$ cat config.mk
export PLATFORM = sky130hd
export DESIGN_NAME = hit_stamp_fifo
export DESIGN_NICKNAME = d
export VERILOG_FILES = /design/src/rtl/hit_stamp_fifo.sv
export SDC_FILE = /design/constraint.sdc
export NUM_CORES = 1
export LEC_CHECK = 0
export BUFFER_PORTS_ARGS = -buffer_cell sky130_fd_sc_hd__buf_2
export CAP_MARGIN = 20
export CORE_AREA = 2 2 92 94
export DETAILED_ROUTE_END_ITERATION = 7
export DIE_AREA = 0 0 94 96
export GPL_TIMING_DRIVEN = 0
export HOLD_SLACK_MARGIN = 0.03
export PLACE_DENSITY = 0.68
export SYNTH_ARGS = -nofsm -noshare
export SYNTH_HDL_FRONTEND = slang
export SYNTH_SLANG_ARGS = --single-unit
$ cat constraint.sdc
create_clock -name clk -period 5 [get_ports clk]
set_clock_uncertainty 0.1 [all_clocks]
set_input_delay 1 -clock clk [delete_from_list [all_inputs] [get_ports clk]]
set_output_delay 1 -clock clk [all_outputs]
set_load 0.02 [all_outputs]
$ cat src/rtl/hit_stamp_fifo.sv
// rtl/hit_stamp_fifo.sv - timestamped hit capture FIFO with drop accounting
//
// Purpose:
//   Stamps each incoming hit pulse with a free-running timestamp and queues
//   the stamp in a small first-word-fall-through FIFO. Hits arriving while
//   the FIFO is full and not being drained are counted and flagged.
//
// Ports:
//   clk       in   single clock, rising edge
//   rst       in   asynchronous active-high reset
//   hit       in   one-cycle match pulse
//   rd_en     in   consumer pop request
//   rd_data   out  timestamp at FIFO head, zero when empty
//   empty     out  FIFO holds no entries
//   full      out  FIFO holds DEPTH entries
//   count     out  number of stored entries
//   drop_cnt  out  saturating count of hits lost while full
//   ovf       out  sticky flag, set on first dropped hit

module hit_stamp_fifo #(
  parameter int TS_W  = 16,
  parameter int DEPTH = 4    // power of two, 2..16
) (
  input  logic                   clk,
  input  logic                   rst,
  input  logic                   hit,
  input  logic                   rd_en,
  output logic [TS_W-1:0]        rd_data,
  output logic                   empty,
  output logic                   full,
  output logic [$clog2(DEPTH):0] count,
  output logic [7:0]             drop_cnt,
  output logic                   ovf
);

  localparam int PW = $clog2(DEPTH);
  localparam int CW = PW + 1;

  logic [TS_W-1:0] ts;
  logic [TS_W-1:0] mem [DEPTH];
  logic [PW-1:0]   wr_ptr;
  logic [PW-1:0]   rd_ptr;

  logic do_wr;
  logic do_rd;
  logic do_drop;

  // Flags come from the registered count only, so no input reaches an output.
  assign empty = (count == '0);
  assign full  = (count == CW'(DEPTH));

  // A full FIFO can still take a hit when the same edge pops the head.
  assign do_rd   = rd_en && !empty;
  assign do_wr   = hit && (!full || rd_en);
  assign do_drop = hit && full && !rd_en;

  // Head is masked while empty so stale storage never leaks out.
  assign rd_data = empty ? '0 : mem[rd_ptr];

  always_ff @(posedge clk or posedge rst) begin
    if (rst) begin
      ts       <= '0;
      wr_ptr   <= '0;
      rd_ptr   <= '0;
      count    <= '0;
      drop_cnt <= '0;
      ovf      <= 1'b0;
    end else begin
      ts <= ts + TS_W'(1);

      if (do_wr) wr_ptr <= wr_ptr + PW'(1);
      if (do_rd) rd_ptr <= rd_ptr + PW'(1);

      case ({do_wr, do_rd})
        2'b10:   count <= count + CW'(1);
        2'b01:   count <= count - CW'(1);
        default: count <= count;
      endcase

      if (do_drop) begin
        ovf <= 1'b1;
        if (drop_cnt != 8'hFF) drop_cnt <= drop_cnt + 8'd1;
      end
    end
  end

  // Storage is not reset; the write stores ts as it stood during the hit cycle.
  always_ff @(posedge clk) begin
    if (!rst && do_wr) mem[wr_ptr] <= ts;
  end

endmodule

* After elaboration in Yosys (flattened, before gate mapping) *
Memory sizes are Yosys's and may differ from the RTL's.
Index checks and enable logic that the tools add are counted.

storage, ports and cells
  register bits = 32
  bits in latches = 0
  RAM bits = 64
  bits in read-only memories = 0
  input port bits = 4
  output and inout port bits = 30
  logic and storage cells = 34
  memories = 1

memories
  name  words  width  rd ports  clocked after Yosys merged registers in  wr ports  line  source
  mem   4      16     1         0                                        1         40    logic [TS_W-1:0] mem [DEPTH];

cells by class
  add/sub/neg operators = 6
  multipliers = 0
  div/mod/pow operators = 0
  order comparisons = 0
  equal/unequal tests = 4
  shifts and indexed selects = 0
  muxes and demuxes = 4
  bitwise operators = 0
  reductions and logical operators = 13

operators with widths
  cell                                                 count
  adder 16 x 1 -> 16 bit, second input constant        1
  two-way mux 16 bit                                   1
  adder 8 x 1 -> 8 bit, second input constant          1
  inequality test 8 bit, second input constant         1
  case mux 3 bit (2 select lines)                      1
  logical AND 1 bit                                    5
  adder 2 x 1 -> 2 bit, second input constant          2
  zero test 1 bit                                      4
  adder 3 x 1 -> 3 bit, second input constant          1
  equality test 3 bit, second input constant           1
  zero test 3 bit                                      1
  subtractor 3 x 1 -> 3 bit, second input constant     1
  equality test 2 x 1 -> 1 bit, second input constant  1
  equality test 2 bit, second input constant           1
  two-way mux 1 bit                                    2
  AND reduction 2 bit                                  1
  nonzero test 2 bit                                   1
  logical OR 1 bit                                     1

* Logic depth before layout (Yosys ltp) *
Gate-level depths: netlist (run 1).

  depth in word-level cells = 7
  gate-level depth with buffers = 8
  mapped depth without buffers = 8

* Least setup slack after synthesis (run 1) *
Ideal clock, no wire load.

  path kind = reg2out
  from = register count[0]
  to = output port rd_data[10]
  arrival = 1540 ps
  data required time = 3900 ps
  setup slack = 2360 ps
  cell stages (with the launch flop) = 4
  buffers on the path = 1
  path through = dfrtp_1 -> nor3_1 -> buf_2 -> nor2b_1

on the way
  longest elaborated chain between the ends = 2

ends and longest elaborated chain
  item                    line  source
  from (decl)             31    output logic [$clog2(DEPTH):0] count,
  from (signal assigned)  75    2'b10: count <= count + CW'(1);
  from (signal assigned)  76    2'b01: count <= count - CW'(1);
  from (signal assigned)  77    default: count <= count;
  zero test 3 bit         49    assign empty = (count == '0);
  net empty               29    output logic empty,
  two-way mux 16 bit      58    assign rd_data = empty ? '0 : mem[rd_ptr];
  to (decl)               28    output logic [TS_W-1:0] rd_data,

The timed path passes the listed nets, and every way through them passes these cells.

* Final worst setup path (run 1) *
  from = register rd_ptr[0]
  to = output port rd_data[11]

on the way
  longest elaborated chain between the ends = 2

ends and longest elaborated chain
  item                    line  source
  from (decl)             42    logic [PW-1:0] rd_ptr;
  from (signal assigned)  72    if (do_rd) rd_ptr <= rd_ptr + PW'(1);
  memory (4 x 16 bit)     n/a
  two-way mux 16 bit      58

Every way passes these cells.

==> results.json, run 1 <==
{
  "outcome": "complete, no violations",
  "grt_busiest_layer": "met2",
  "avgViaCountPerCell": 5.02,
  "slew_headroom": 0.412,
  "cts.path.max_buffers": 2,
  "core_area_um2": 8050,
  "synth_compound_area_frac": 0.00253,
  "die_h_um": 96,
  "clkLatencyLatePin_ns": 0.35,
  "setup_viol": 0,
  "crit_chain": "buf_2 -> buf_4 -> mux4_2 -> nor2b_1 -> buf_2",
  "die_w_um": 94,
  "required_ns": 3.90,
  "dpl.hpwl_um": 3930,
  "crit_top_cell": "buf_2",
  "cts_tree": "yes",
  "synthArstFlopShare": 0.333,
  "synth.yosys.seq_area_share": 0.689,
  "finalCritPeriodShare": 0.641,
  "vias": 1959,
  "rsz0062_at_grt": "false",
  "track_usage": 0.153,
  "peakVddDrop_mv": 0.381,
  "cts_setup_buffers": 0,
  "fin_tns_setup_ns": 0,
  "endpoint_kind": "output pin",
  "grtUsageMet1": 0.209,
  "htreeDepth": 3,
  "worstPathArrival_ns": 2.11,
  "synth_cell_type_count": 33,
  "holdWs_ns": 0.375,
  "final_layout_size_suffix_gt1_frac": 0.288,
  "dpl-instance-area_um2": 4280,
  "min_period_ns": 3.21,
  "ys.warnings.count": 0,
  "hold_path_class": "reg2reg",
  "clkTransAtPathRegs_ns": 0.09,
  "fin_total_pwr_w": 0.00225,
  "cap_violations": 0,
  "synthAdderAreaFrac": 0.0272,
  "dieArea_um2": 9020,
  "grt-ovfl-total": 0,
  "grt_pass1_vias": 1913,
  "met2_usage": 0.238,
  "port-buffer-count": 33,
  "grt_max_degree": 24,
  "cts.sinks": 96,
  "pwr_density_cell_nw_per_um2": 503,
  "start_util": 0.490,
  "gp_routability_congestion": 0.691,
  "crit_slowest_cell": "mux4_2",
  "drtIter0Drc": 135,
  "p_leak_nw": 1.75,
  "fmax_ghz": 0.312,
  "syn-num-nets": 246,
  "cp_max_fo": 10,
  "cts_made_buffers": 9,
  "hold_viol": 0,
  "wl_per_cell_um": 15.8,
  "synth_edf_count": 64,
  "syn_area_um2": 3950,
  "worst-setup-path-type": "reg2out",
  "synthMuxAreaShare": 0.112,
  "antenna_found_initial": 0,
  "ant_nets": 0,
  "cts-root-buf": "clkbuf_8",
  "synthFlopType": "edfxtp_1",
  "ys_ff_latch": 96,
  "maxSlewViolCount": 0,
  "area_delta_synth_final_pct": 13.3,
  "design_area_um2": 4480,
  "avgSynthCellArea_um2": 16.9,
  "synthCells": 234,
  "postLayoutCoreUtil": 0.556,
  "synth-simple-area-share": 0.105,
  "slowest_delay_ns": 0.53,
  "fillers": 642,
  "synth_top_family_by_area": "multiplexers",
  "antenna_cells": 0,
  "num_rows": 33,
  "drcViolationCount": 0,
  "final_nets": 292,
  "start_kind": "flip-flop",
  "synth_xor_area_frac": 0.0488,
  "tightestPinTransition_ns": 0.882,
  "ios": 34,
  "grt_pass1_wl_um": 9960,
  "first_pass_iters": 4,
  "use_met3": 0.0376,
  "drt_wl_total_um": 6140,
  "hold_buffers": 0,
  "cts_resized": 0
}
-- where the power goes --
part	total (W)	switching [W]	internal (W)
sequential	0.00100	0.0000554	0.000944
combinational	0.000761	0.000427	0.000334
clock	0.000490	0.000257	0.000233
-- Yosys cell counts (4+ instances only) --
cell type / number / area share
and2_1: 4 / 0.0063
dfrtp_1: 32 / 0.20
edfxtp_1: 64 / 0.49
ha_1: 7 / 0.022
inv_1: 9 / 0.0086
mux2_2: 5 / 0.014
mux4_2: 16 / 0.091
nand2_1: 11 / 0.010
nand3_1: 8 / 0.010
nor2_1: 7 / 0.0067
nor2b_1: 15 / 0.024
nor3_1: 6 / 0.0076
xnor2_1: 13 / 0.029
xor2_1: 9 / 0.020
-- area by class of cell --
type / instances / area [um2] / share of cell area
inverter: 9 / 33.8 / 0.00755
sequential: 96 / 2720 / 0.608
clock buffer: 10 / 128 / 0.0285
clock inverter: 6 / 67.6 / 0.0151
tap: 105 / 131 / 0.0294
multi-input combinational: 124 / 1170 / 0.261
timing repair buffer: 35 / 200 / 0.0447
buffer: 5 / 26.3 / 0.00587
-- registers in the layout (all words and copies together), names as in the netlist --
signal,count
mem,64
ts,16
drop_cnt,8
count,3
rd_ptr,2
wr_ptr,2
ovf,1
-- through the flow --
step	std cells	setup slack (ns)
floorplan	234	2.36
detailed placement	374	2.10
finish	390	1.79
global route	390	1.65
CTS	390	1.73
global placement	372	1.82
-- metal layers --
layer | wire length (um) | up-vias
li1 | - | 959
met1 | 2910 | 953
met5 | 0 | -
met4 | 92 | 0
met2 | 2910 | 40
met3 | 228 | 7
-- critical path: cells and delay by family, from the launching register on --
kind / cells / cell delay, ns
and+or+nand+nor: 1 / 0.14
buffers and inverters: 3 / 0.77
muxes: 1 / 0.53
DFF: 1 / 0.32
-- placed cells by master (no fill, tap or decap), drive strengths merged, types with 3 or more instances in the layout --
cell    count
dfrtp      32
nand2      11
clkbuf     11
and2        4
nand3       8
nand2b      3
and3        4
buf        39
xor2        9
ha          7
edfxtp     64
inv        10
nor2b      15
nand4       4
nor3        6
mux4       16
mux2        6
xnor2      13
nor2        7
-- cells by family after synthesis --
| family | after synthesis |
|---|---|
| xor gates and xnor gates | 22 |
| muxes | 23 |
| and+or+nand+nor | 69 |
| AOI/OAI and AO/OA | 2 |
| adders and majority gates | 8 |
| buffers and inverters | 14 |
| DFF | 96 |
-- final timing paths --
path | endpoint | start | cells after the start | slack, ns
hold / removal | ovf | ovf | 1 | 0.38
max in group asynchronous | ts[11] | rst | 3 | 3.75
setup / recovery | rd_data[11] | rd_ptr[0] | 5 | 1.79
min in group asynchronous | drop_cnt[7] | rst | 2 | 0.57
setup reg to reg | count[2] | count[0] | 8 | 2.68
hold reg to reg | ovf | ovf | 1 | 0.38
(Power assumes the default switching activity.)
==> run 2: changes to the inputs <==
Settings changed: PLACE_DENSITY 0.68 to 0.71.
Clock period 5 ns to 2.9 ns, I/O delays scaled along.
==> run 2 against run 1 <==
  * Die area did not move
  * Hold slack got worse by 0.19 ns
  * Critical path type unchanged
  * Wire length is 1.2% lower
  * First-iteration DRC count increased by 33%
  * Sequential power is 74% higher
  * Final area about the same
  * Clock power increased by 72%
  * Sequential share of layout area hardly changed
  * Clock-buffer cell count stayed put
  * Setup slack worse by 1.6 ns
  * Non-clock buffer count down 1
  * Via count grew 2.0%
==> results.json, run 2 (synthesis results as in run 1) <==
{
  "cts_made_buffers": 9,
  "core_area_um2": 8050,
  "gp_routability_congestion": 0.703,
  "vias": 1998,
  "top_register": "mem",
  "avgViaCountPerCell": 5.14,
  "crit_family": "buffers and inverters",
  "start_kind": "flip-flop",
  "cts-root-buf": "clkbuf_8",
  "slowest_delay_ns": 0.53,
  "p_leak_nw": 1.75,
  "reg_top3": "mem (64), ts (16), drop_cnt (8)",
  "cp.depth": 5,
  "reg2reg_to": "count[2]",
  "largest_reg_flops": 64,
  "required_ns": 2.22,
  "cts_setup_buffers": 0,
  "r2r_start": "count[0]",
  "worstPathArrival_ns": 2.01,
  "rr_worst_depth": 8,
  "layout_common_cells": "64 x edfxtp_1, 35 x buf_2, 32 x dfrtp_1, 16 x mux4_2, 15 x nor2b_1",
  "worst-setup-path-type": "reg2out",
  "place_inst": 374,
  "start_util": 0.490,
  "antenna_found_initial": 0,
  "drtIter0Drc": 180,
  "final_cells": 389,
  "outcome": "complete, no violations",
  "track_usage": 0.153,
  "first_pass_iters": 4,
  "multi_input_area_um2": 1170,
  "crit_slowest_cell": "mux4_2",
  "min_period_ns": 2.69,
  "grt_max_degree": 21,
  "grt_pass1_wl_um": 10000,
  "rrSetupSlack_ns": 0.59,
  "clkTransAtPathRegs_ns": 0.09,
  "cts_tree": "yes",
  "rsz0062_at_grt": "false",
  "dieArea_um2": 9020,
  "pwr_density_cell_nw_per_um2": 867,
  "fmax_ghz": 0.372,
  "cts.sinks": 96,
  "die_w_um": 94,
  "holdWs_ns": 0.184,
  "drcViolationCount": 0,
  "final_common_cell": "edfxtp_1",
  "slew_headroom": 0.416,
  "wl_per_cell_um": 15.6,
  "dpl.hpwl_um": 4010,
  "area_delta_synth_final_pct": 13.3,
  "crit_chain": "clkbuf_4 -> buf_4 -> mux4_2 -> nor2b_1 -> buf_2",
  "ios": 34,
  "finalCritPeriodShare": 0.928,
  "peakVddDrop_mv": 0.467,
  "htreeDepth": 3,
  "cap_violations": 0,
  "hold_viol": 0,
  "cts.path.max_buffers": 2,
  "num_rows": 33,
  "hold_path_class": "in2async",
  "path_buf_inv": 3,
  "grt_pass1_vias": 1992,
  "drt_wl_total_um": 6070,
  "setup_viol": 0,
  "die_h_um": 96,
  "cp_max_fo": 10,
  "seqCellArea_um2": 2720,
  "port-buffer-count": 33,
  "endpoint_kind": "output pin",
  "grt-ovfl-total": 0,
  "clkLatencyLatePin_ns": 0.34,
  "tightestPinTransition_ns": 0.876,
  "maxSlewViolCount": 0,
  "antenna_cells": 0,
  "fillers": 649,
  "ant_nets": 0,
  "final_nets": 291,
  "final_layout_size_suffix_gt1_frac": 0.289,
  "fin_tns_setup_ns": 0
}
[run 2: cell count changes in the layout (fill, tap and decap cells not counted), sizes merged]
cell | before | now
buf | 39 | 38
[run 2: metrics by stage]
stage	area (um2)	utilization	total power [W]	setup slack (ns)
after floorplan	3950	-	0.00271	0.669
after global placement	4250	0.527	0.00306	0.0633
after detailed placement	4280	0.532	0.00311	0.415
after CTS	4480	0.556	0.00395	0.0199
after global routing	4470	0.556	0.00411	0.0455
final	4470	0.556	0.00388	0.209
[run 2: per-layer routing]
layer  vias up  track usage  part of all wire
met1       996        0.193              0.44
met3         4       0.0431             0.042
met4         0       0.0543            0.0089
li1        953            -                 -
met2        45        0.257              0.50
met5         -            0                 0
[run 2: final cells by class]
| cell class | count | share of cell area |
|---|---|---|
| clock buffer | 10 | 0.0285 |
| sequential | 96 | 0.609 |
| clock inverter | 6 | 0.0151 |
| tap | 105 | 0.0294 |
| timing repair buffer | 35 | 0.0447 |
| inverter | 9 | 0.00755 |
| multi-input combinational | 124 | 0.261 |
| buffer | 4 | 0.00559 |
[run 2: worst reg2reg max path: stages (launching register included)]
cell and delay [ns]:
dfrtp_1 0.46, nor4b_4 0.37, nand2b_1 0.25, ha_1 0.22, inv_1 0.06, fa_1 0.37
xor2_1 0.15, nor2_1 0.11, xor2_1 0.14
[run 2: worst max path at each step]
stage / to / slack, ns / from
3_5_place_dp: count[2] / 0.42 / rd_en
3_3_place_gp: count[2] / 0.06 / count[0]
4_1_cts: rd_data[6] / 0.02 / rd_ptr[1]
2_1_floorplan: count[2] / 0.67 / count[0]
5_1_grt: rd_data[11] / 0.05 / rd_ptr[0]
6_report: rd_data[11] / 0.21 / rd_ptr[0]
[run 2: power breakdown]
group          internal (W)  switching, W  leakage, nW  total (W)
Sequential          0.00163      0.000115        0.994    0.00174
Combinational      0.000577      0.000713        0.667    0.00129
Clock              0.000402      0.000444       0.0929   0.000845
[run 2: what timing repair did]
action                                  4_1_cts  5_1_grt
endpoints found under the setup margin        0        9
gates resized for setup                       0        1
hold buffers                                  0        0
endpoints found under the hold margin         0        0
==> run 3: changes to the inputs <==
Settings changed: ABC_CLOCK_PERIOD_IN_PS set to 2900, CORE_AREA 2 2 92 94 to 2 2 71 123, DIE_AREA 0 0 94 96 to 0 0 73 125, PLACE_DENSITY 0.71 to 0.7.
==> run 3 against run 2 <==
  * Critical path depth is the same
  * Maximum frequency shrank 1.9%
  * Sequential power is essentially flat
  * Clock power grew 28%
  * Non-clock buffer count is the same
==> results.json, run 3 (synthesis results as in run 1) <==
{
  "outcome": "complete, no violations",
  "rsz0062_at_grt": "false",
  "p_seq_frac": 0.420,
  "layout_common_cells": "64 x edfxtp_1, 35 x buf_2, 32 x dfrtp_1, 16 x mux4_2, 15 x nor2b_1",
  "endpoint_kind": "output pin",
  "vias": 1981,
  "setup_viol": 0,
  "fillers": 632,
  "crit_family": "buffers and inverters",
  "start_util": 0.481,
  "largest_reg_flops": 64,
  "die_w_um": 73,
  "htreeDepth": 3,
  "die_h_um": 125,
  "cp.depth": 5,
  "peakVddDrop_mv": 0.475,
  "cp_max_fo": 10,
  "finalCritPeriodShare": 0.946,
  "antenna_found_initial": 0,
  "dieArea_um2": 9130,
  "power.internal_w": 0.00281,
  "worst-setup-path-type": "reg2out",
  "final_common_cell": "edfxtp_1",
  "drt_wl_total_um": 6350,
  "p_sw_w": 0.00131,
  "rrSetupSlack_ns": 0.55,
  "num_rows": 44,
  "holdWs_ns": 0.213,
  "place_inst": 360,
  "cts.sinks": 96,
  "cts_made_buffers": 9,
  "reg2reg_to": "count[2]",
  "fin_tns_setup_ns": 0,
  "maxSlewViolCount": 0,
  "grt_pass1_wl_um": 10500,
  "grt-ovfl-total": 0,
  "crit_slowest_cell": "buf_2",
  "required_ns": 2.22,
  "design_area_um2": 4540,
  "port-buffer-count": 33,
  "wl_per_cell_um": 16.9,
  "p_leak_nw": 1.79,
  "top_register": "mem",
  "p_sw_frac": 0.319,
  "fmax_ghz": 0.364,
  "hold_path_class": "in2async",
  "fin_total_pwr_w": 0.00412,
  "tightestPinTransition_ns": 0.882,
  "rr_worst_depth": 8,
  "clkLatencyLatePin_ns": 0.34,
  "area_delta_synth_final_pct": 15.0,
  "cap_violations": 0,
  "path_buf_inv": 3,
  "final_cells": 376,
  "dpl-instance-area_um2": 4260,
  "grt_pass1_vias": 2045,
  "gp_routability_congestion": 0.718,
  "crit_top_cell": "buf_2",
  "worstPathArrival_ns": 2.06,
  "p_clk_frac": 0.261,
  "dpl.hpwl_um": 4290,
  "grt_max_degree": 22,
  "drtIter0Drc": 112,
  "first_pass_iters": 4,
  "start_kind": "flip-flop",
  "drcViolationCount": 0,
  "slew_headroom": 0.412,
  "pwr-share-comb": 0.319,
  "r2r_start": "count[0]",
  "ios": 34,
  "pwr_density_cell_nw_per_um2": 909,
  "cts_tree": "yes",
  "crit_chain": "clkbuf_1 -> buf_2 -> mux4_2 -> nor2b_1 -> buf_2",
  "track_usage": 0.158,
  "reg_top3": "mem (64), ts (16), drop_cnt (8)",
  "hold_viol": 0,
  "final_layout_size_suffix_gt1_frac": 0.289,
  "min_period_ns": 2.74,
  "ant_nets": 0,
  "slowest_delay_ns": 0.39,
  "cts_setup_buffers": 0,
  "cts-root-buf": "clkbuf_16",
  "antenna_cells": 0,
  "avgViaCountPerCell": 5.27,
  "core_area_um2": 8200,
  "final_nets": 291,
  "cts.path.max_buffers": 2,
  "clkTransAtPathRegs_ns": 0.06
}
## run 3: power groups by stage
stage	logic (W)	registers (W)	clock network, W
floorplan	0.000921	0.00179	0
global placement	0.00131	0.00175	0
detailed placement	0.00135	0.00176	0
CTS	0.00135	0.00173	0.00110
global route	0.00145	0.00175	0.00116
finish	0.00131	0.00173	0.00108
## run 3: per-stage QoR
step	setup slack, ns	util
floorplan	0.669	-
global placement	0.212	0.516
detailed placement	0.164	0.519
CTS	0.0655	0.553
global route	0.0148	0.553
finish	0.155	0.553
## run 3: worst max-delay path by stage
stage / startpoint / slack (ns) / to
floorplan: count[0] / 0.67 / count[2]
global placement: count[0] / 0.21 / count[2]
detailed placement: count[0] / 0.16 / count[2]
CTS: rd_ptr[1] / 0.07 / rd_data[14]
global route: rd_ptr[1] / 0.01 / rd_data[6]
finish: rd_ptr[1] / 0.16 / rd_data[14]
## run 3: cell type report
cell class	instances	area, um2	share of cell area
Sequential cell	96	2720	0.600
Multi-Input combinational cell	124	1170	0.258
Clock buffer	11	243	0.0535
Timing Repair Buffer	34	193	0.0424
Tap cell	92	115	0.0254
Inverter	9	33.8	0.00744
Clock inverter	5	32.5	0.00717
Buffer	5	28.8	0.00634
## run 3: repair_timing
item	in CTS	in global routing
hold buffers	0	0
gates resized for setup	1	1
setup endpoints to repair	10	1
## run 3: routing by layer
layer	vias up	wire length, um	part of all wire	GRT usage
li1	947	-	-	-
met1	983	2550	0.40	0.190
met2	42	3430	0.54	0.261
met3	9	238	0.037	0.0435
met4	0	132	0.021	0.0708
met5	-	0	0	0
